File: src/rtl/pipe_ctrl_pkg.sv
// Shared pipeline-control definitions used by the IF block and pc_hazard_ctrl.
//   ctrl_state_e  : fetch-sequencer states (hold after reset, run, waiting on IMEM)
//   REG_ZERO      : architectural zero register index (never a real dependency)
//   PC_SRC_SEQ/BR : PCSource encodings (PC+4 / ID branch target)
//   sat_inc_wait  : saturating increment for the 4-bit IMEM wait counter
package pipe_ctrl_pkg;

    typedef enum logic [1:0] {
        StHold     = 2'd0,
        StRun      = 2'd1,
        StImemWait = 2'd2
    } ctrl_state_e;

    localparam int unsigned REG_ZERO   = 0;
    localparam logic        PC_SRC_SEQ = 1'b0;
    localparam logic        PC_SRC_BR  = 1'b1;

    localparam int unsigned WAIT_CNT_W = 4;

    function automatic logic [WAIT_CNT_W-1:0] sat_inc_wait(input logic [WAIT_CNT_W-1:0] cnt);
        return (cnt == '1) ? cnt : cnt + 1'b1;
    endfunction

endpackage

File: src/rtl/load_use_detect.sv
// Combinational load-use hazard compare, shared with the forwarding unit.
// A load in EX whose destination is a non-zero register read by the instruction in ID
// forces a one-cycle stall.
//   ex_mem_read_i : EX instruction is a load
//   ex_rt_i       : load destination register
//   id_rs_i/_rt_i : source registers of the ID instruction
//   load_use_o    : hazard present this cycle
module load_use_detect
    import pipe_ctrl_pkg::*;
#(
    parameter int unsigned REG_AW = 5
) (
    input  logic              ex_mem_read_i,
    input  logic [REG_AW-1:0] ex_rt_i,
    input  logic [REG_AW-1:0] id_rs_i,
    input  logic [REG_AW-1:0] id_rt_i,
    output logic              load_use_o
);

    always_comb begin
        load_use_o = ex_mem_read_i
                   && (ex_rt_i != REG_AW'(REG_ZERO))
                   && ((ex_rt_i == id_rs_i) || (ex_rt_i == id_rt_i));
    end

endmodule

File: src/rtl/pc_hazard_ctrl.sv
// IF-stage sequencer: drives PC update/source, IF/ID write/flush and the ID/EX bubble.
// Priority while fetching: load-use stall > taken branch > IMEM wait > normal fetch.
// One HOLD cycle follows reset. ImemTimeout is sticky until Reset.
// Optional feature: define PERF_CNT_EN to build saturating StallCycles/FlushCount counters;
// otherwise both ports are tied to zero.
// Ports:
//   Clk, Reset                 clock (rising edge), asynchronous active-high reset
//   ID_Rs, ID_Rt               ID source registers
//   EX_MemRead, EX_Rt          EX load flag and destination
//   ID_Branch, ID_BrTaken      branch in ID and its resolved condition
//   IMemReady                  instruction memory data valid
//   PCWrite, PCSource          PC enable and select
//   IFIDWrite, IFFlush         IF/ID enable and NOP insert
//   CtrlBubble                 zero ID/EX control
//   ImemTimeout                sticky IMEM timeout
//   StallCycles, FlushCount    performance counters
module pc_hazard_ctrl
    import pipe_ctrl_pkg::*;
#(
    parameter int unsigned REG_AW   = 5,
    parameter int unsigned MAX_WAIT = 4,
    parameter int unsigned CNT_W    = 16
) (
    input  logic              Clk,
    input  logic              Reset,
    input  logic [REG_AW-1:0] ID_Rs,
    input  logic [REG_AW-1:0] ID_Rt,
    input  logic              EX_MemRead,
    input  logic [REG_AW-1:0] EX_Rt,
    input  logic              ID_Branch,
    input  logic              ID_BrTaken,
    input  logic              IMemReady,
    output logic              PCWrite,
    output logic              PCSource,
    output logic              IFIDWrite,
    output logic              IFFlush,
    output logic              CtrlBubble,
    output logic              ImemTimeout,
    output logic [CNT_W-1:0]  StallCycles,
    output logic [CNT_W-1:0]  FlushCount
);

    localparam logic [WAIT_CNT_W-1:0] WaitLimit = WAIT_CNT_W'(MAX_WAIT);

    ctrl_state_e           state_q, state_d;
    logic [WAIT_CNT_W-1:0] wait_cnt_q, wait_cnt_d;
    logic                  timeout_q, timeout_d;
    logic                  load_use;
    logic                  stall_evt;
    logic                  flush_evt;

    load_use_detect #(
        .REG_AW (REG_AW)
    ) u_load_use_detect (
        .ex_mem_read_i (EX_MemRead),
        .ex_rt_i       (EX_Rt),
        .id_rs_i       (ID_Rs),
        .id_rt_i       (ID_Rt),
        .load_use_o    (load_use)
    );

    always_ff @(posedge Clk or posedge Reset) begin
        if (Reset) begin
            state_q    <= StHold;
            wait_cnt_q <= '0;
            timeout_q  <= 1'b0;
        end else begin
            state_q    <= state_d;
            wait_cnt_q <= wait_cnt_d;
            timeout_q  <= timeout_d;
        end
    end

    always_comb begin
        state_d    = state_q;
        wait_cnt_d = wait_cnt_q;
        timeout_d  = timeout_q;
        PCWrite    = 1'b0;
        PCSource   = PC_SRC_SEQ;
        IFIDWrite  = 1'b1;
        IFFlush    = 1'b0;
        CtrlBubble = 1'b0;
        stall_evt  = 1'b0;
        flush_evt  = 1'b0;

        unique case (state_q)
            StHold: begin
                IFFlush    = 1'b1;
                CtrlBubble = 1'b1;
                state_d    = StRun;
            end
            StRun, StImemWait: begin
                if (load_use) begin
                    // Freeze PC and IF/ID; a pending branch is re-evaluated next cycle.
                    IFIDWrite  = 1'b0;
                    CtrlBubble = 1'b1;
                    stall_evt  = 1'b1;
                end else if (ID_Branch && ID_BrTaken) begin
                    // Redirect wins over an outstanding fetch, which is simply dropped.
                    PCWrite    = 1'b1;
                    PCSource   = PC_SRC_BR;
                    IFFlush    = 1'b1;
                    wait_cnt_d = '0;
                    state_d    = StRun;
                    flush_evt  = 1'b1;
                end else if (!IMemReady) begin
                    IFFlush    = 1'b1;
                    state_d    = StImemWait;
                    wait_cnt_d = sat_inc_wait(wait_cnt_q);
                    stall_evt  = 1'b1;
                    if (wait_cnt_d == WaitLimit) begin
                        timeout_d = 1'b1;
                    end
                end else begin
                    PCWrite    = 1'b1;
                    wait_cnt_d = '0;
                    state_d    = StRun;
                end
            end
            default: state_d = StHold;
        endcase
    end

    assign ImemTimeout = timeout_q;

`ifdef PERF_CNT_EN
    logic [CNT_W-1:0] stall_cnt_q;
    logic [CNT_W-1:0] flush_cnt_q;

    always_ff @(posedge Clk or posedge Reset) begin
        if (Reset) begin
            stall_cnt_q <= '0;
            flush_cnt_q <= '0;
        end else begin
            if (stall_evt && (stall_cnt_q != '1)) begin
                stall_cnt_q <= stall_cnt_q + CNT_W'(1);
            end
            if (flush_evt && (flush_cnt_q != '1)) begin
                flush_cnt_q <= flush_cnt_q + CNT_W'(1);
            end
        end
    end

    assign StallCycles = stall_cnt_q;
    assign FlushCount  = flush_cnt_q;
`else
    logic unused_evt;
    assign unused_evt  = stall_evt ^ flush_evt;
    assign StallCycles = '0;
    assign FlushCount  = '0;
`endif

endmodule

File: config.mk
export PLATFORM = sky130hd
export DESIGN_NAME = pc_hazard_ctrl
export DESIGN_NICKNAME = d
export VERILOG_FILES = /design/src/rtl/pipe_ctrl_pkg.sv /design/src/rtl/load_use_detect.sv /design/src/rtl/pc_hazard_ctrl.sv
export SDC_FILE = /design/constraint.sdc
export NUM_CORES = 1
export LEC_CHECK = 0
export ABC_AREA = 1
export BUFFER_PORTS_ARGS = -buffer_cell sky130_fd_sc_hd__clkbuf_2
export CAP_MARGIN = 40
export CELL_PAD_IN_SITES_DETAIL_PLACEMENT = 0
export CELL_PAD_IN_SITES_GLOBAL_PLACEMENT = 2
export CORE_UTILIZATION = 18
export DETAILED_ROUTE_END_ITERATION = 6
export PLACE_DENSITY_LB_ADDON = 0.12
export SYNTH_ARGS = -nofsm -noshare
export SYNTH_HDL_FRONTEND = slang
export SYNTH_SLANG_ARGS = --single-unit
File: constraint.sdc
create_clock -name Clk -period 1.2 [get_ports Clk]
set_input_delay 0 -clock Clk [delete_from_list [all_inputs] [get_ports Clk]]
set_output_delay 0 -clock Clk [all_outputs]
set_load 0.03 [all_outputs]
==> Word level (Yosys, flattened, before mapping) <==
Cells that the tools add are included.
{ "op_classes": {"n_addsub": 1, "n_eq_ne": 7, "n_mux": 22, "bitwise_logic": 3, "reduce_logical": 9} }
{ "op_table": {"columns": ["operator", "count"], "rows": [
  ["1-bit two-way mux", 13],
  ["4-bit two-way mux", 3],
  ["5-bit equality test", 2],
  ["2-bit two-way mux", 3],
  ["5-bit AND reduction", 1],
  ["5-bit nonzero test", 1],
  ["4-bit by 1-bit adder with 4-bit output, second input constant", 1],
  ["4-bit by 3-bit equality test with 1-bit output, second input constant", 1],
  ["4-bit equality test, second input constant", 1],
  ["1-bit one-hot mux with 2 select lines", 2],
  ["2-bit one-hot mux with 2 select lines", 1],
  ["1-bit logical AND", 3],
  ["1-bit inverter", 3],
  ["2-bit by 1-bit equality test with 1-bit output, second input constant", 1],
  ["2-bit equality test, second input constant", 1],
  ["2-bit logical NOT", 1],
  ["2-bit != test, second input constant", 1],
  ["2-bit AND reduction", 1],
  ["2-bit OR reduction", 1],
  ["1-bit logical OR", 1]
]} }
{ "word_totals": {"ff_bits": 7, "input_bits": 21, "out_inout_bits": 38, "wordCells": 45} }

==> Depth between registers and ports, before layout <==
{ "depth": {"word_depth": 5, "ltp_mapped": 10, "ltp_nobuf": 10} }

==> Hierarchy <==
Synthesis repeated with hierarchy kept, for this count alone.
{ "hier_totals": {"hier_cells": 147, "area_unflattened_um2": 919.6} }
{ "by_module_without_submodules": {"columns": ["module", "instances", "cells_per_inst", "area_per_inst_um2", "seq_area_each_um2"], "rows": [
  ["pc_hazard_ctrl", 1, 102, 724.4, 175.2],
  ["load_use_detect", 1, 45, 195.2, 0.0]
]} }

==> Least setup slack after synthesis <==
OpenSTA, ideal clock, no wires.
{ "synth_path": {"path_kind": "reg2out", "startpoint": "register state_q[0]", "endpoint": "output CtrlBubble", "arrival_ns": 1.587, "required_ns": 1.200, "setup_slack_ns": -0.387, "stages_incl_launch_ff": 5, "path_buffers": 0, "cell_sequence": "dfrtp_1 > inv_1 > ha_1 > nand3_2 > a21oi_1"} }
{ "synth_via": {"elab_chain_len": 3, "word_cells_on_any_way": 5, "classes_between": "2 x eq/ne; 1 x mux; 2 x reduce/logical"} }
{ "synth_rtl": {"columns": ["item", "line", "rtl"], "rows": [
  ["start: declaration", "pc_hazard_ctrl.sv:45", "ctrl_state_e state_q, state_d;"],
  ["start signal: assignment", "pc_hazard_ctrl.sv:64", "state_q <= StHold;"],
  ["start signal: assignment", "pc_hazard_ctrl.sv:68", "state_q <= state_d;"],
  ["2-bit by 1-bit equality test with 1-bit output / 2-bit equality test (equally long branches)", "pc_hazard_ctrl.sv:86", "unique case (state_q)"],
  ["2-bit OR reduction", "pc_hazard_ctrl.sv:86", null],
  ["1-bit one-hot mux with 2 select lines (*)", "pc_hazard_ctrl.sv:86", null],
  ["end: declaration", "pc_hazard_ctrl.sv:37", "output logic CtrlBubble,"]
]} }
Mark *: on every way between the ends. The rest lies on a longest branch, timed or not.

==> Final worst setup path <==
{ "layout_path": {"startpoint": "register state_q[1]", "endpoint": "output CtrlBubble"} }
Same word-level chain as after synthesis.

==> qor.yml <==
floorplan:
  die-area_sq_um: 5377
  rows: 25
  coreArea_sq_um: 4817
  ios: 59
  start_util_pct: 19.01
  die_w_microns: 73.33
  chipHeight_microns: 73.33
critical_path:
  cp.arrival_ns: 1.34
  crit_fanout: 4
  crit_slowest_cell: "dfrtp_1"
  cp-end-kind: "output pin"
  criticalPathCategory: "register to output pin"
  slowest_delay_ns: 0.36
  worstReg2RegStart: "wait_cnt_q[1]"
  worstSetupStartpoint: "state_q[1]"
  worstPathRequired_ns: 1.20
  crit_buf_inv: 2
  crit_path_start_kind: "register"
  worstPathCellList: "inv_2 > ha_4 > nand3_4 > a21oi_4 > buf_8"
  cp_top_family: "flip-flops"
layout:
  post-route-util_pct: 27.82
  final_area_sq_um: 1340
  area_growth_pct: 46.31
  drive_above_1_share_pct: 35.98
  antenna_cells: 0
  nNetsFinal: 214
pwr:
  power.static_leakage_nw: 0.7480
  power.total_mw: 2.403
  swShare_pct: 45.13
  p_per_area_nw_per_um2: 1793
  ir_drop_mv: 0.3926
  power_frac_clock_pct: 13.8
  combPwrFrac_pct: 71.6
  intPower_mw: 1.319
  p_seq_share_pct: 14.6
  p_switching_mw: 1.085
drt:
  wl_per_cell_microns: 8.055
  post-route-drc-count: 0
  drt_pass1_iterations: 4
  wl_mm: 2.062
  viasPerCell: 3.375
  drtIter0Drc: 23
  vias: 864
  postRouteAntennaNets: 0
clocking:
  numCtsBuffers: 3
  cts_sinks: 7
  clk_latency_ns: 0.22
  cts_tree: "yes"
  cts_buffer_depth: 2
  path_clk_slew_ns: 0.04
  htreeDepth: 1
  cts-root-buf: "clkbuf_8"
timing:
  clock.fmax_ghz: 0.7463
  hold_violations: 0
  setup-violations-final: 9
  drv_slew: 0
  setup_ws_ns: -0.1399
  setup-tns-final_ns: -0.7514
  post-route-min-period_ns: 1.340
  fin_crit_sh_pct: 111.7
  fin_skew_ns: 0.0003571
  rsz0062_at_grt: "true"
yosys:
  netlist_area_sq_um: 915.9
  ys_warn_count: 0
  yosys.area.top_type_share_pct: 26.23
  ys_ff_latch: 7
  syn_avg_cell_area_sq_um: 6.360
  synth_area_leader_cell: "buf_4"
  syn_inst: 144
  synth_cell_types: 19
  ys_top_cells_by_area: "buf_4 26%, dfrtp_1 19%, nand2_1 14%, inv_1 9.8%, nand3_1 4.4%"
  ys_seq_area_share_pct: 19.13
grt:
  grt_pass1_vias: 836
  grt_util_met2_pct: 15.33
  grt_use_met1_pct: 9.432
  grt_pass1_wl_mm: 3.456
  grt.busiest_layer: "met2"
  gr-total-overflow: 0
  grt.met3_usage_pct: 0.9602
  grt_max_degree: 10
  grtUsageTotal_pct: 8.280
  grt_antenna_before_repair: 0
placed_design:
  place_area_sq_um: 1132
  hpwl_mm: 1.765
  gp_congestion: 0.7266
  io_buffers: 26
min_path:
  hold_path.startpoint: "IMemReady"
  hp-class: "input pin to register"
status:
  status: "complete, but fails checks"
  violations: "setup timing"
flow_run:
  cap_viol_max_count: 0
==> flip-flops by register name, indices dropped and copies added, names as in the netlist <==
signal / count
wait_cnt_q: 4
state_q: 2
ImemTimeout: 1
==> metal layers <==
metal / up-vias / wire [microns] / share of wire [%]
met4: 0 / 17 / 0.82
met3: 2 / 106 / 5.1
li1: 461 / - / -
met1: 373 / 840 / 41
met2: 28 / 1097 / 53
met5: - / 0 / 0
==> per-stage QoR <==
step                      cells  setup slack (ns)  hold slack (ns)
final                       256           -0.1399           0.1109
after global routing        256           -0.2205           0.1344
after CTS                   255           -0.1488           0.1143
after detailed placement    245           -0.1279         -0.07132
after global placement      245          -0.09639         -0.06247
after floorplan             175          -0.03840          -0.1966
==> worst paths after layout <==
path                                 end  slack, ns  cells past startpoint
min                        wait_cnt_q[2]       0.11                      4
max reg2reg                  ImemTimeout      -0.08                      6
max                           CtrlBubble      -0.14                      5
min reg2reg                  ImemTimeout       0.47                      2
min in group asynchronous     state_q[1]       0.25                      3
max in group asynchronous  wait_cnt_q[1]       0.74                      3
==> cell usage after synthesis, drive strengths merged <==
master	instances
o21bai	1
ha	3
buf	32
o21ai	9
a21oi	3
xor2	2
nand2	37
nor3	1
dfrtp	7
nor2	10
nand3	10
xnor2	2
nand4	2
inv	24
conb	1
==> power groups by stage <==
stage	clock network (mW)	logic (mW)	registers, mW
2_1_floorplan	0	1.01	0.342
5_1_grt	0.351	1.85	0.358
6_report	0.331	1.72	0.351
4_1_cts	0.338	1.63	0.336
3_3_place_gp	0	1.29	0.338
3_5_place_dp	0	1.28	0.337
==> cell usage in the layout, fill, tap and decap left out, types with 2 or more instances in the layout <==
| cell | netlist | final |
|---|---|---|
| dfrtp_1 | 7 | 7 |
| clkbuf_8 | 0 | 5 |
| nor2_2 | 0 | 3 |
| nand4_1 | 2 | 2 |
| conb_1 | 1 | 32 |
| buf_8 | 0 | 2 |
| inv_1 | 24 | 20 |
| o21ai_2 | 0 | 2 |
| nand2_1 | 34 | 33 |
| nand2_2 | 2 | 3 |
| a21oi_4 | 0 | 2 |
| ha_4 | 0 | 2 |
| o21ai_0 | 7 | 2 |
| xnor2_1 | 2 | 2 |
| clkbuf_2 | 0 | 21 |
| o21ai_1 | 2 | 5 |
| nand3_1 | 8 | 5 |
| nor2_1 | 10 | 7 |
| inv_2 | 0 | 4 |
| nand3_4 | 0 | 3 |
| buf_4 | 32 | 13 |
| nand3_2 | 2 | 2 |
| buf_6 | 0 | 3 |
==> layout make-up <==
cell class              count  area [sq um]
flip-flops and latches      7         175.2
fillers                   568          3477
well taps                  67         83.83
multi-input cells         112         641.9
clock buffers               4         45.04
inverters                  24         90.09
repair buffers             42         304.0
==> worst register-to-register path: stages, from the launching register on <==
cell and delay [ns]:
dfrtp_1 0.40, ha_4 0.18, nand3_4 0.12, xor2_2 0.18
nor3_2 0.18, nand4_1 0.10, nand2_1 0.07
==> cells by family after synthesis <==
group	count (synthesis)	share of synthesized area, %
flip-flops	7	19.13
other	1	0.4094
AND/OR/NAND/NOR	60	29.10
XOR/XNOR	4	3.826
adder cells (fa/ha/maj)	3	4.099
AO/OA/AOI/OAI	13	7.377
buffers and inverters	56	36.07
==> repair_timing <==
| item | 4_1_cts | 5_1_grt |
|---|---|---|
| hold buffers | 1 | 0 |
| pin swaps | 8 | 8 |
| resized for setup | 22 | 13 |
| buffers inserted | 5 | 2 |
| setup endpoints to repair | 10 | 12 |
| endpoints found under the hold margin | 7 | 0 |
| cloned | 0 | 0 |
Power figures use the tool's default switching activity.
